===== config.mk =====
export PLATFORM = sky130hd
export DESIGN_NAME = seq_comparator
export DESIGN_NICKNAME = d
export VERILOG_FILES = /design/src/rtl/seq_comparator.sv
export SDC_FILE = /design/constraint.sdc
export NUM_CORES = 1
export LEC_CHECK = 0
export ABC_AREA = 1
export CORE_ASPECT_RATIO = 1.2
export CORE_UTILIZATION = 30
export DETAILED_ROUTE_END_ITERATION = 16
export PLACE_DENSITY_LB_ADDON = 0.25
export SLEW_MARGIN = 20
export SYNTH_ARGS = -nofsm -noshare
export SYNTH_HDL_FRONTEND = slang
export SYNTH_SLANG_ARGS = --single-unit

===== constraint.sdc =====
create_clock -name clk -period 5.7 [get_ports clk]
set_input_delay 1.14 -clock clk [delete_from_list [all_inputs] [get_ports clk]]
set_output_delay 1.14 -clock clk [all_outputs]
set_load 0.03 [all_outputs]

===== src/rtl/seq_comparator.sv =====
// Multi-cycle WIDTH-bit magnitude comparator, CHUNK bits per cycle, MSB chunk first.
// Define SEQ_COMP_EARLY_EXIT_EN to stop at the first differing chunk; otherwise latency is constant.
module seq_comparator #(
  parameter  int WIDTH  = 32,
  parameter  int CHUNK  = 8,
  localparam int NCHUNK = WIDTH / CHUNK,
  localparam int CW     = $clog2(NCHUNK + 1)
) (
  input  logic             clk,
  input  logic             rst_n,
  input  logic             start,
  input  logic             signed_mode,
  input  logic [WIDTH-1:0] A,
  input  logic [WIDTH-1:0] B,
  output logic             busy,
  output logic             done,
  output logic             greater,
  output logic             equal,
  output logic             less,
  output logic [CW-1:0]    cycles
);

  localparam int IW = (NCHUNK > 1) ? $clog2(NCHUNK) : 1;

  typedef enum logic [1:0] {IDLE, CMP, DONE} state_t;

  state_t            state;
  logic [WIDTH-1:0]  a_q, b_q;
  logic              sgn_q;
  logic [IW-1:0]     idx;
  logic [CW-1:0]     cnt;
  logic              found, found_gt;

  logic [CHUNK-1:0]  ca, cb;
  logic              diff, cgt, last, hit, rgt, finish;

  always_comb begin
    ca = a_q[int'(idx)*CHUNK +: CHUNK];
    cb = b_q[int'(idx)*CHUNK +: CHUNK];
    // Offset-binary trick: flipping the sign bits turns a signed top chunk into an unsigned compare.
    if (sgn_q && idx == IW'(NCHUNK - 1)) begin
      ca[CHUNK-1] = ~ca[CHUNK-1];
      cb[CHUNK-1] = ~cb[CHUNK-1];
    end
    diff = (ca != cb);
    cgt  = (ca > cb);
    last = (idx == '0);
    // The most significant differing chunk decides; later chunks never override it.
    hit  = found | diff;
    rgt  = found ? found_gt : cgt;
`ifdef SEQ_COMP_EARLY_EXIT_EN
    finish = diff | last;
`else
    finish = last;
`endif
  end

  always_ff @(posedge clk or negedge rst_n) begin
    if (!rst_n) begin
      state    <= IDLE;
      a_q      <= '0;
      b_q      <= '0;
      sgn_q    <= 1'b0;
      idx      <= '0;
      cnt      <= '0;
      found    <= 1'b0;
      found_gt <= 1'b0;
      busy     <= 1'b0;
      done     <= 1'b0;
      greater  <= 1'b0;
      equal    <= 1'b0;
      less     <= 1'b0;
      cycles   <= '0;
    end else begin
      case (state)
        IDLE: begin
          if (start) begin
            a_q      <= A;
            b_q      <= B;
            sgn_q    <= signed_mode;
            idx      <= IW'(NCHUNK - 1);
            cnt      <= '0;
            found    <= 1'b0;
            found_gt <= 1'b0;
            busy     <= 1'b1;
            state    <= CMP;
          end
        end
        CMP: begin
          cnt <= cnt + CW'(1);
          if (!found && diff) begin
            found    <= 1'b1;
            found_gt <= cgt;
          end
          if (finish) begin
            state   <= DONE;
            done    <= 1'b1;
            greater <= hit & rgt;
            less    <= hit & ~rgt;
            equal   <= ~hit;
            cycles  <= cnt + CW'(1);
          end else begin
            idx <= idx - IW'(1);
          end
        end
        DONE: begin
          done  <= 1'b0;
          busy  <= 1'b0;
          state <= IDLE;
        end
        default: state <= IDLE;
      endcase
    end
  end

endmodule


# Word level (Yosys, flattened, before mapping)
# Index checks and enable logic that the tools add are counted.
# Widths: inputs -> output; s select.
[word_totals]
ramBits = 0
regBits = 82
latchBits = 0
output_inout_bits = 8
elab_cells = 70
romBits = 0
n_memories = 0
[classes]
n_eq_ne = 8
n_lt_le_gt_ge = 1
multipliers = 0
n_shift = 2
mux = 20
addsub = 2
n_div = 0
n_reduce_logical = 16
n_bitwise = 7
[ops]
columns = ["cell", "count"]
rows = [
  ["$shiftx 32x6->8", 2],
  ["$reduce_and 2->1", 6],
  ["$gt 8x8->1", 1],
  ["$mux 1", 8],
  ["$mux 2", 4],
  ["$ne 2x2->1 const B", 4],
  ["$ne 8x8->1", 1],
  ["$pmux 1 s2", 4],
  ["$pmux 2 s2", 2],
  ["$pmux 3 s2", 1],
  ["$reduce_and 3->1", 2],
  ["$reduce_bool 2->1", 3],
  ["$eq 2x2->1 const B", 2],
  ["$logic_not 2->1", 2],
  ["$not 1->1", 4],
  ["$add 3x1->3 const B", 1],
  ["$mux 3", 1],
  ["$and 1x1->1", 2],
  ["$eq 2x1->1 const B", 1],
  ["$logic_and 1x1->1", 2],
  ["$sub 2x1->2 const B", 1],
  ["$logic_not 1->1", 1],
  ["$or 1x1->1", 1],
]

# Logic depth before layout (Yosys ltp)
# Gate-level depths: netlist (run 1).
[depth]
depth_word = 7
ltp_mapped = 17

# Least setup slack after synthesis (run 1)
# OpenSTA, ideal clock, no wires.
[synth_path]
path_kind = "register to register"
start = "register idx[0]"
end = "register less"
path_buffers = 2
path_stages_with_launch = 13
setup_slack_ns = 3.682
setup_time_ns = 0.118
arrival_ns = 1.900
path_cell_list = "dfrtp_1 buf_4 inv_2 clkbuf_1 nand2_1 a32o_1 ha_1 nand2_1 nor2_1 a21oi_1 nand2_1 nand3b_1 nand2_1"
[synth_via]
elab_chain_cells = 7
[synth_lines]
columns = ["item", "line", "source"]
rows = [
  ["from (decl)", "30", "logic [IW-1:0] idx;"],
  ["from (signal assigned)", "81", "idx <= IW'(NCHUNK - 1);"],
  ["from (signal assigned)", "103", "idx <= idx - IW'(1);"],
  ["$shiftx 32x6->8 (tied with other cells)", "38", "ca = a_q[int'(idx)*CHUNK +: CHUNK];"],
  ["$not 1->1 (tied with other cells)", "42", "ca[CHUNK-1] = ~ca[CHUNK-1];"],
  ["$mux 1", "41", "if (sgn_q && idx == IW'(NCHUNK - 1)) begin"],
  ["$gt 8x8->1", "46", "cgt = (ca > cb);"],
  ["$mux 1", "50", "rgt = found ? found_gt : cgt;"],
  ["$not 1->1", "99", "less <= hit & ~rgt;"],
  ["$and 1x1->1", "99", ""],
  ["to (signal assigned)", "99", ""],
  ["to (decl)", "19", "output logic less,"],
]
# Parallel ways exist; a longest one is shown, timed or not.
# A chain may end at the register's enable or synchronous reset.

# Worst setup path in the final report (run 1)
[layout_path]
start = "input port start"
end = "register found_gt"
[layout_via]
elab_chain_cells = 2
[layout_lines]
columns = ["item", "line", "source"]
rows = [
  ["from (decl)", "11", "input logic start,"],
  ["$ne 2x2->1 (no source line)", "n/a", ""],
  ["$reduce_and 3->1 (no source line)", "n/a", ""],
  ["to (signal assigned)", "93", "found_gt <= cgt;"],
  ["to (decl)", "32", "logic found, found_gt;"],
]
# Every way passes these cells.

==> impl_metrics.tcl, run 1 <==
set metrics [dict create \
    ant_nets 0 \
    regToRegEndpoint "greater" \
    fill_cells 1333 \
    post_route_clock_period_utilization_pct 59.4 \
    worstRegToRegCells 12 \
    grt_start_max_net_pins 83 \
    post-dp-hpwl_microns 6080 \
    number_of_buffers_added_by_the_clock_tree_synthesis_step 9 \
    holdBufCountCts 0 \
    hold_viol 0 \
    route.vias.total 3128 \
    crit_slowest_cell "clkinv_2" \
    initial_utilization_pct 30.8 \
    drv.max_cap_violation_count 0 \
    globalRouteTotalUtil_pct 14.6 \
    insertedDiodeCount 0 \
    cts_repair_resize_count 0 \
    leakage_nw 2.44 \
    layout-area-overhead-vs-synth_pct 28.6 \
    place.detailed.instances 686 \
    tritoncts_clock_tree "yes" \
    worst_path_largest_cell_delay_ns 0.86 \
    crit_type "in -> reg" \
    drt-vias-per-instance 4.46 \
    clock-root-buffer "clkbuf_16" \
    post-layout-total-power_w 0.00285 \
    cts.htree.levels 3 \
    die_area_sq_um 13400 \
    max_fo_critical_path 68 \
    clk_path_buf_depth 2 \
    number_of_warnings_issued_by_yosys 0 \
    avgSynthCellArea_sq_um 8.29 \
    std_cell_rows 45 \
    cp-endpoint "found_gt" \
    synth.mux.area_fraction_pct 0 \
    detail_route.wl_per_cell_microns 12.8 \
    drtIter0Drc 188 \
    synthesis.nets 547 \
    netlist-cell-type-count 27 \
    timing.slew.headroom_pct 38.7 \
    synth-compound-area-share_pct 8.74 \
    tightest_slew_ns 0.920 \
    drt_pass_1_iters 4 \
    final.min_clock_period_ns 3.39 \
    clock_sink_count 82 \
    combined_area_of_all_synthesized_cells_sq_um 3880 \
    max_vdd_drop_mv 0.240 \
    drc 0 \
    multi_input_comb_area_sq_um 1600 \
    die_h_microns 127 \
    wire_length_of_the_first_global_routing_pass_microns 15300 \
    grt_overflow_total 0 \
    combined_flip_flop_and_latch_cell_area_sq_um 2050 \
    rsz0062_at_grt "false" \
    syn-instance-count 468 \
    yosysTopAreaCell "dfrtp_1" \
    grt_antenna_before_repair 0 \
    chip_width_microns 106 \
    post_cts_setup_buffers 0 \
    run_status "complete, no violations" \
    worst_setup_hold_path_clk_slew_ns 0.06 \
    rrSetupSlack_ns 2.94 \
    fraction_of_post_synthesis_cell_area_in_the_top_cell_type_by_area_pct 52.9 \
    fin_setup_tns_ns 0 \
    skew_ns 0.00507 \
    worstPathCellList "clkdlybuf4s50_1 -> nand2_2 -> nor2_4 -> buf_4 -> clkinv_2 -> nand3_1 -> nand2_1" \
    synthesis_stage_register_bit_count 82 \
    area_share_of_xor_xnor_cells_in_the_synthesized_design_pct 0.677 \
    via_count_of_the_first_global_routing_pass 3141 \
    synth_sequential_area_ratio_pct 52.9 \
    critical_path_at_ns 3.60 \
    synth_simple_gate_area_share_pct 28.3 \
    floorplan.core_area_sq_um 12600 \
    timing.critical_path.to_type "flip-flop" \
    worst_r2r_startpoint "idx[1]" \
    post_synth_main_area_contributors "dfrtp_1 (53%), nand2_1 (23%), ha_1 (3.5%), o21ai_0 (3.5%), buf_6 (2.3%)" \
    adder_cell_area_share_of_the_yosys_netlist_pct 3.55 \
    clk_latency_ns 0.33 \
    instances_no_fill 701 \
    routed_wl_microns 8950 \
    pwr_density_cell_nw_per_um2 571 \
    main_combinational_cell_family_by_area_after_synthesis "simple AND/OR/NAND/NOR gates" \
    final_net_count 612 \
    port_buffers 75 \
    worst_setup_path_start_kind "primary input" \
    max_clock_freq_mhz 295 \
    top_level_ports 76 \
    post_route_cells_drive_above_1_share_pct 5.40 \
    place_congestion 0.781 \
    setup.worst_path.start "start" \
    hp-class "reg -> reg" \
    report.final.slew_viol_count 0 \
    worstPathRequired_ns 5.92 \
    setup-violations-final 0 \
]
[layout make-up]
cell class              count  area share, %
repair buffers             77           15.4
inverters                  13           1.20
clock buffers              13           5.42
well taps                 164           4.11
clock inverters             2          0.702
flip-flops and latches     82           41.1
multi-input cells         350           32.1
[cell families after synthesis]
family                   Yosys count
flip-flops                        82
XOR/XNOR                           3
AO/OA/AOI/OAI                     57
AND/OR/NAND/NOR                  279
buffers and inverters             36
adder cells (fa/ha/maj)           11
[layout by cell type, fill, tap and decap left out, drive strengths merged]
| cell | Yosys | final |
|---|---|---|
| nor2 | 26 | 26 |
| o22ai | 9 | 9 |
| clkdlybuf4s50 | 0 | 74 |
| nand3 | 6 | 6 |
| ha | 11 | 11 |
| nand3b | 1 | 1 |
| nand2 | 246 | 246 |
| bufinv | 0 | 1 |
| a22oi | 1 | 1 |
| xnor2 | 1 | 1 |
| clkinv | 0 | 2 |
| inv | 13 | 12 |
| o21a | 1 | 1 |
| xor2 | 2 | 2 |
| clkbuf | 4 | 13 |
| o21ai | 27 | 27 |
| a21oi | 11 | 11 |
| a21o | 1 | 1 |
| buf | 19 | 3 |
| dfrtp | 82 | 82 |
| a32o | 7 | 7 |
[Yosys cell counts, drive strengths merged]
master and number:
a21o 1, a21oi 11, a22oi 1, a32o 7, buf 19, clkbuf 4, dfrtp 82, ha 11
inv 13, nand2 246, nand3 6, nand3b 1, nor2 26, o21a 1, o21ai 27, o22ai 9
xnor2 1, xor2 2
[power by group]
group | leakage [nW] | internal (W) | total, W | switching [W]
sequential | 1.01 | 0.000856 | 0.00102 | 0.000161
clock | 0.152 | 0.000372 | 0.000592 | 0.000220
combinational | 1.27 | 0.000486 | 0.00124 | 0.000753
total | 2.44 | 0.00171 | 0.00285 | 0.00113
[layer usage]
layer | global-route usage (%) | vias to the layer above | routed length (microns)
li1 | - | 1618 | -
met1 | 19.2 | 1453 | 4200
met2 | 23.9 | 53 | 4380
met3 | 2.62 | 4 | 288
met4 | 5.39 | 0 | 72
met5 | 0 | - | 0
[worst max-delay path: cells and delay by family]
| family | cells | cell delay (ns) |
|---|---|---|
| buf+inv | 3 | 1.83 |
| simple gates | 4 | 0.57 |
[how the worst min path moves through the flow]
stage | startpoint | end | slack (ns) | cells after the start
2_1_floorplan | a_q[17] | a_q[17] | 0.44 | 2
3_3_place_gp | b_q[8] | b_q[8] | 0.45 | 2
3_5_place_dp | a_q[9] | a_q[9] | 0.45 | 2
4_1_cts | a_q[20] | a_q[20] | 0.47 | 2
5_1_grt | a_q[2] | a_q[2] | 0.49 | 2
6_report | a_q[9] | a_q[9] | 0.46 | 2
[state kept, by name, indices dropped and copies added, names as in the netlist, 2 cells and up]
signal  flops
cycles      3
b_q        32
a_q        32
state       2
cnt         3
idx         2
[through the flow]
stage / setup slack, ns / hold WS [ns] / area [sq um] / utilization (%)
6_report: 2.31 / 0.465 / 4990 / 39.6
5_1_grt: 1.98 / 0.493 / 4990 / 39.6
4_1_cts: 2.67 / 0.470 / 4980 / 39.5
3_5_place_dp: 2.33 / 0.455 / 4680 / 37.1
3_3_place_gp: 2.35 / 0.452 / 4680 / 37.1
2_1_floorplan: 3.68 / 0.437 / 3880 / -
Note: power is estimated with default switching activity, not from simulation.
==> run 2: changes to the inputs <==
- clock period: 5.7 -> 3.35 ns (I/O delays scaled with it)
==> run 2 against run 1 <==
  * Critical path depth increased by 4
  * Clock skew about the same
  * First-iteration DRC count increased by 17%
  * Largest cell class unchanged
==> impl_metrics.tcl, run 2 (same netlist as run 1, synthesis figures left out) <==
set metrics [dict create \
    run_status "complete, no violations" \
    fin_setup_tns_ns 0 \
    worst_path_largest_cell_delay_ns 0.55 \
    insertedDiodeCount 0 \
    hold_viol 0 \
    port_buffers 75 \
    post-layout-total-power_w 0.00486 \
    clock_sink_count 82 \
    clk_path_buf_depth 2 \
    critical_path.top_delay_family "compound AO/OA/AOI/OAI gates" \
    pwr-share-clk_pct 20.4 \
    tightest_slew_ns 0.755 \
    most-common-layout-cells "nand2_1 (242), dfrtp_1 (82), clkdlybuf4s50_1 (74)" \
    cp-endpoint "less" \
    cts_repair_resize_count 0 \
    setup.worst_path.start "idx[1]" \
    ant_nets 0 \
    max_fo_critical_path 25 \
    routed_wl_microns 8940 \
    post_route_clock_period_utilization_pct 75.6 \
    initial_utilization_pct 30.8 \
    top_level_ports 76 \
    combPwrFrac_pct 42.8 \
    timing.critical_path.buf_inv 1 \
    grt_antenna_before_repair 0 \
    die_h_microns 127 \
    timing.critical_path.to_type "flip-flop" \
    grt_start_max_net_pins 83 \
    number_of_buffers_added_by_the_clock_tree_synthesis_step 9 \
    max_clock_freq_mhz 395 \
    globalRouteTotalUtil_pct 14.6 \
    floorplan.core_area_sq_um 12600 \
    biggestRegsByFlops "a_q: 32 flops, b_q: 32 flops" \
    post_route_cells_drive_above_1_share_pct 6.11 \
    layout.cells.most_common "nand2_1" \
    layout.core_utilization_pct 39.8 \
    post_cts_setup_buffers 0 \
    crit_slowest_cell "inv_1" \
    rsz0062_at_grt "false" \
    tritoncts_clock_tree "yes" \
    detail_route.wl_per_cell_microns 12.7 \
    regToRegEndpoint "less" \
    drc 0 \
    die_area_sq_um 13400 \
    critical_path_depth 11 \
    critical_path_at_ns 2.76 \
    worst_setup_path_start_kind "flip-flop" \
    cpMostUsedCell "nand2_1" \
    post-dp-hpwl_microns 6550 \
    pwr_density_cell_nw_per_um2 969 \
    wire_length_of_the_first_global_routing_pass_microns 15300 \
    timing.slew.headroom_pct 49.7 \
    worst_setup_hold_path_clk_slew_ns 0.06 \
    hp-class "in -> async" \
    power.switching_fraction_pct 40.1 \
    holdBufCountCts 0 \
    worstPathCellList "inv_1 -> o21ai_0 -> o22ai_1 -> xor2_1 -> ha_1 -> nand2_1 -> nor2_1 -> a21oi_1 -> nand2_1 -> nand3b_1 -> nand2_1" \
    report.final.slew_viol_count 0 \
    power.sequential.fraction_pct 36.8 \
    rrSetupSlack_ns 0.82 \
    drtIter0Drc 220 \
    power.switching_w 0.00195 \
    worst_r2r_startpoint "idx[1]" \
    crit_type "reg -> reg" \
    layout-area-overhead-vs-synth_pct 29.3 \
    cts.htree.levels 3 \
    chip_width_microns 106 \
    place_congestion 0.797 \
    clk_latency_ns 0.34 \
    hold_slack_final_ns 0.349 \
    max_vdd_drop_mv 0.295 \
    power.internal_w 0.00291 \
    drt-vias-per-instance 4.42 \
    via_count_of_the_first_global_routing_pass 3174 \
    grt_overflow_total 0 \
    setup-violations-final 0 \
    drt_pass_1_iters 4 \
    worstPathRequired_ns 3.58 \
    clock-root-buffer "clkbuf_16" \
    worstRegToRegCells 11 \
    final_net_count 614 \
    leakage_nw 2.45 \
    skew_ns 0.00508 \
    drv.max_cap_violation_count 0 \
    std_cell_rows 45 \
    instances_no_fill 704 \
    route.vias.total 3113 \
    place.detailed.instances 688 \
    final.min_clock_period_ns 2.53 \
]
[run 2: cell count changes in the layout (fill, tap and decap cells not counted)]
| cell | before | now |
|---|---|---|
| inv_2 | 3 | 4 |
| buf_4 | 2 | 3 |
| clkbuf_8 | 3 | 2 |
| clkinv_2 | 2 | 3 |
| buf_12 | 0 | 1 |
| clkbuf_1 | 1 | 0 |
| clkinvlp_4 | 0 | 1 |
[run 2: final cells by class]
type	count	area, sq um
clock buffer	11	253
clock inverter	5	52.6
fill	1310	7600
inverter	13	58.8
multi-input combinational	350	1600
sequential	82	2050
tap	164	205
timing repair buffer	79	795
[run 2: metal layers]
metal | GRT usage, % | vias up | routed length, microns
li1 | - | 1616 | -
met1 | 18.7 | 1433 | 4220
met2 | 23.6 | 50 | 4200
met3 | 2.36 | 14 | 261
met4 | 8.09 | 0 | 257
met5 | 0 | - | 0
[run 2: worst min path at each step]
stage / to / slack [ns]
after global routing: b_q[25] / 0.45
after detailed placement: a_q[19] / 0.45
after global placement: b_q[8] / 0.45
final: b_q[5] / 0.35
after floorplan: a_q[0] / 0.37
after CTS: a_q[19] / 0.47
[run 2: power by group through the flow]
stage	registers [W]	logic (W)	clock network, W
after floorplan	0.00175	0.00158	0
after global placement	0.00180	0.00204	0
after detailed placement	0.00180	0.00210	0
after CTS	0.00179	0.00212	0.00101
after global routing	0.00185	0.00243	0.00104
final	0.00179	0.00208	0.000992
[run 2: worst register-to-register path, stage by stage (launching register included)]
cell	delay [ns]
dfrtp_1	0.47
inv_1	0.55
o21ai_0	0.20
o22ai_1	0.18
xor2_1	0.16
ha_1	0.25
nand2_1	0.09
nor2_1	0.07
a21oi_1	0.20
nand2_1	0.11
nand3b_1	0.09
nand2_1	0.05
[run 2: stage by stage]
stage	instance area [sq um]	worst slack [ns]
after floorplan	3880	1.33
after global placement	4710	0.933
after detailed placement	4710	0.851
after CTS	5010	0.831
after global routing	5020	0.423
final	5020	0.819
==> run 3: changes to the inputs <==
- clock period: 3.35 -> 2.5 ns (I/O delays scaled with it)
==> run 3 against run 2 <==
  * Clock skew hardly changed
  * Die area stayed put
  * Register-to-register slack worse by 0.51 ns
  * Sequential share of layout area is 0.30 points lower
  * Largest power group unchanged
  * Sequential power is 31% higher
  * Sequential cell count stayed put
  * Fmax is 16% higher
==> impl_metrics.tcl, run 3 (same netlist as run 1, synthesis figures left out) <==
set metrics [dict create \
    run_status "complete, no violations" \
    most-common-layout-cells "nand2_1 (242), dfrtp_1 (82), clkdlybuf4s50_1 (74)" \
    detail_route.wl_per_cell_microns 12.7 \
    clk_latency_ns 0.34 \
    clock-root-buffer "clkbuf_16" \
    hold_slack_final_ns 0.233 \
    worst_setup_path_start_kind "flip-flop" \
    top_level_ports 76 \
    tritoncts_clock_tree "yes" \
    drtIter0Drc 115 \
    cpMostUsedCell "nand2_1" \
    std_cell_rows 45 \
    layout.cells.most_common "nand2_1" \
    instances_no_fill 710 \
    crit_slowest_cell "dfrtp_1" \
    stdcell_area_sq_um 5050 \
    final_net_count 620 \
    max_fo_critical_path 13 \
    drt-vias-per-instance 4.51 \
    tightest_slew_ns 0.723 \
    place_congestion 0.823 \
    worst_path_largest_cell_delay_ns 0.37 \
    chip_width_microns 106 \
    die_area_sq_um 13400 \
    cts_repair_resize_count 0 \
    post_route_clock_period_utilization_pct 87.6 \
    grt_overflow_total 0 \
    drc 0 \
    globalRouteTotalUtil_pct 14.7 \
    drt_pass_1_iters 4 \
    number_of_buffers_added_by_the_clock_tree_synthesis_step 9 \
    fin_setup_tns_ns 0 \
    routed_wl_microns 9020 \
    clock_sink_count 82 \
    critical_path.top_delay_family "buffers and inverters" \
    hp-class "in -> async" \
    initial_utilization_pct 30.8 \
    grt_antenna_before_repair 0 \
    hold_viol 0 \
    skew_ns 0.00524 \
    layout.core_utilization_pct 40.1 \
    layout-area-overhead-vs-synth_pct 30.3 \
    worstPathCellList "inv_1 -> buf_4 -> a21oi_1 -> a32o_1 -> ha_1 -> nand2_1 -> nor2_1 -> a21oi_1 -> nand2_1 -> nand2_1 -> nand2_1 -> nand2_1" \
    holdBufCountCts 0 \
    place.detailed.instances 694 \
    ant_nets 0 \
    floorplan.core_area_sq_um 12600 \
    wire_length_of_the_first_global_routing_pass_microns 15300 \
    worst_setup_hold_path_clk_slew_ns 0.06 \
    rsz0062_at_grt "false" \
    final.min_clock_period_ns 2.19 \
    post_cts_setup_buffers 0 \
    cts.htree.levels 3 \
    route.vias.total 3199 \
    detailed_place.area_sq_um 4740 \
    timing.critical_path.to_type "flip-flop" \
    drv.max_cap_violation_count 0 \
    grt_start_max_net_pins 67 \
    insertedDiodeCount 0 \
    report.final.slew_viol_count 0 \
    setup-violations-final 0 \
    port_buffers 75 \
    pwr_density_cell_nw_per_um2 1310 \
    timing.critical_path.buf_inv 2 \
    worstPathRequired_ns 2.73 \
    post_route_cells_drive_above_1_share_pct 6.41 \
    post-dp-hpwl_microns 6800 \
    die_h_microns 127 \
    crit_type "reg -> reg" \
    max_vdd_drop_mv 0.463 \
    max_clock_freq_mhz 456 \
    clk_path_buf_depth 2 \
    timing.slew.headroom_pct 51.8 \
    via_count_of_the_first_global_routing_pass 3205 \
    biggestRegsByFlops "a_q: 32 flops, b_q: 32 flops" \
    critical_path_at_ns 2.42 \
    leakage_nw 2.48 \
]
[run 3: cell types whose count changed in the layout (fill, tap and decap cells not counted)]
cell / previous run / this run
clkinvlp_4: 1 / 0
buf_6: 1 / 0
buf_12: 1 / 0
bufinv_16: 1 / 2
clkinv_2: 3 / 0
clkbuf_1: 0 / 4
buf_4: 3 / 11
clkbuf_8: 2 / 1
[run 3: worst reg2reg max path: cells and delay by family, from the launching register on]
family | cells | cell delay (ns)
AND/OR/NAND/NOR | 6 | 0.51
buffers and inverters | 2 | 0.51
AO/OA/AOI/OAI | 3 | 0.41
adder cells (fa/ha/maj) | 1 | 0.28
flip-flops | 1 | 0.37
[run 3: power breakdown]
part | total (W) | switching, W | internal (W) | leakage [nW]
registers | 0.00235 | 0.000395 | 0.00195 | 1.01
clock network | 0.00139 | 0.000485 | 0.000903 | 0.151
logic | 0.00287 | 0.00172 | 0.00115 | 1.31
total | 0.00661 | 0.00260 | 0.00401 | 2.48
[run 3: per-stage QoR]
| stage | power [W] | setup WS, ns |
|---|---|---|
| after floorplan | 0.00446 | 0.482 |
| after global placement | 0.00519 | 0.374 |
| after detailed placement | 0.00527 | 0.329 |
| after CTS | 0.00669 | 0.312 |
| after global routing | 0.00723 | 0.0315 |
| final | 0.00661 | 0.309 |
[run 3: final timing paths]
check	slack, ns	from	cells past startpoint	to
worst max-delay path	0.31	idx[1]	12	greater
worst min-delay path	0.23	rst_n	1	b_q[15]
worst max register to register	0.31	idx[1]	12	greater
worst min register to register	0.46	b_q[15]	2	b_q[15]
max in group asynchronous	1.60	rst_n	2	idx[0]
min in group clk	0.46	b_q[15]	2	b_q[15]
[run 3: area by class of cell]
| cell class | count | area, sq um |
|---|---|---|
| Timing Repair Buffer | 85 | 823 |
| Clock inverter | 2 | 60.1 |
| Inverter | 13 | 58.8 |
| Multi-Input combinational cell | 350 | 1600 |
| Sequential cell | 82 | 2050 |
| Tap cell | 164 | 205 |
| Fill cell | 1279 | 7560 |
| Clock buffer | 14 | 254 |
[run 3: metal layers]
layer / GRT usage [%] / vias to the layer above / wire length, microns
li1: - / 1627 / -
met3: 2.57 / 10 / 270
met4: 7.11 / 0 / 191
met1: 18.5 / 1507 / 4260
met5: 0 / - / 0
met2: 24.3 / 55 / 4300
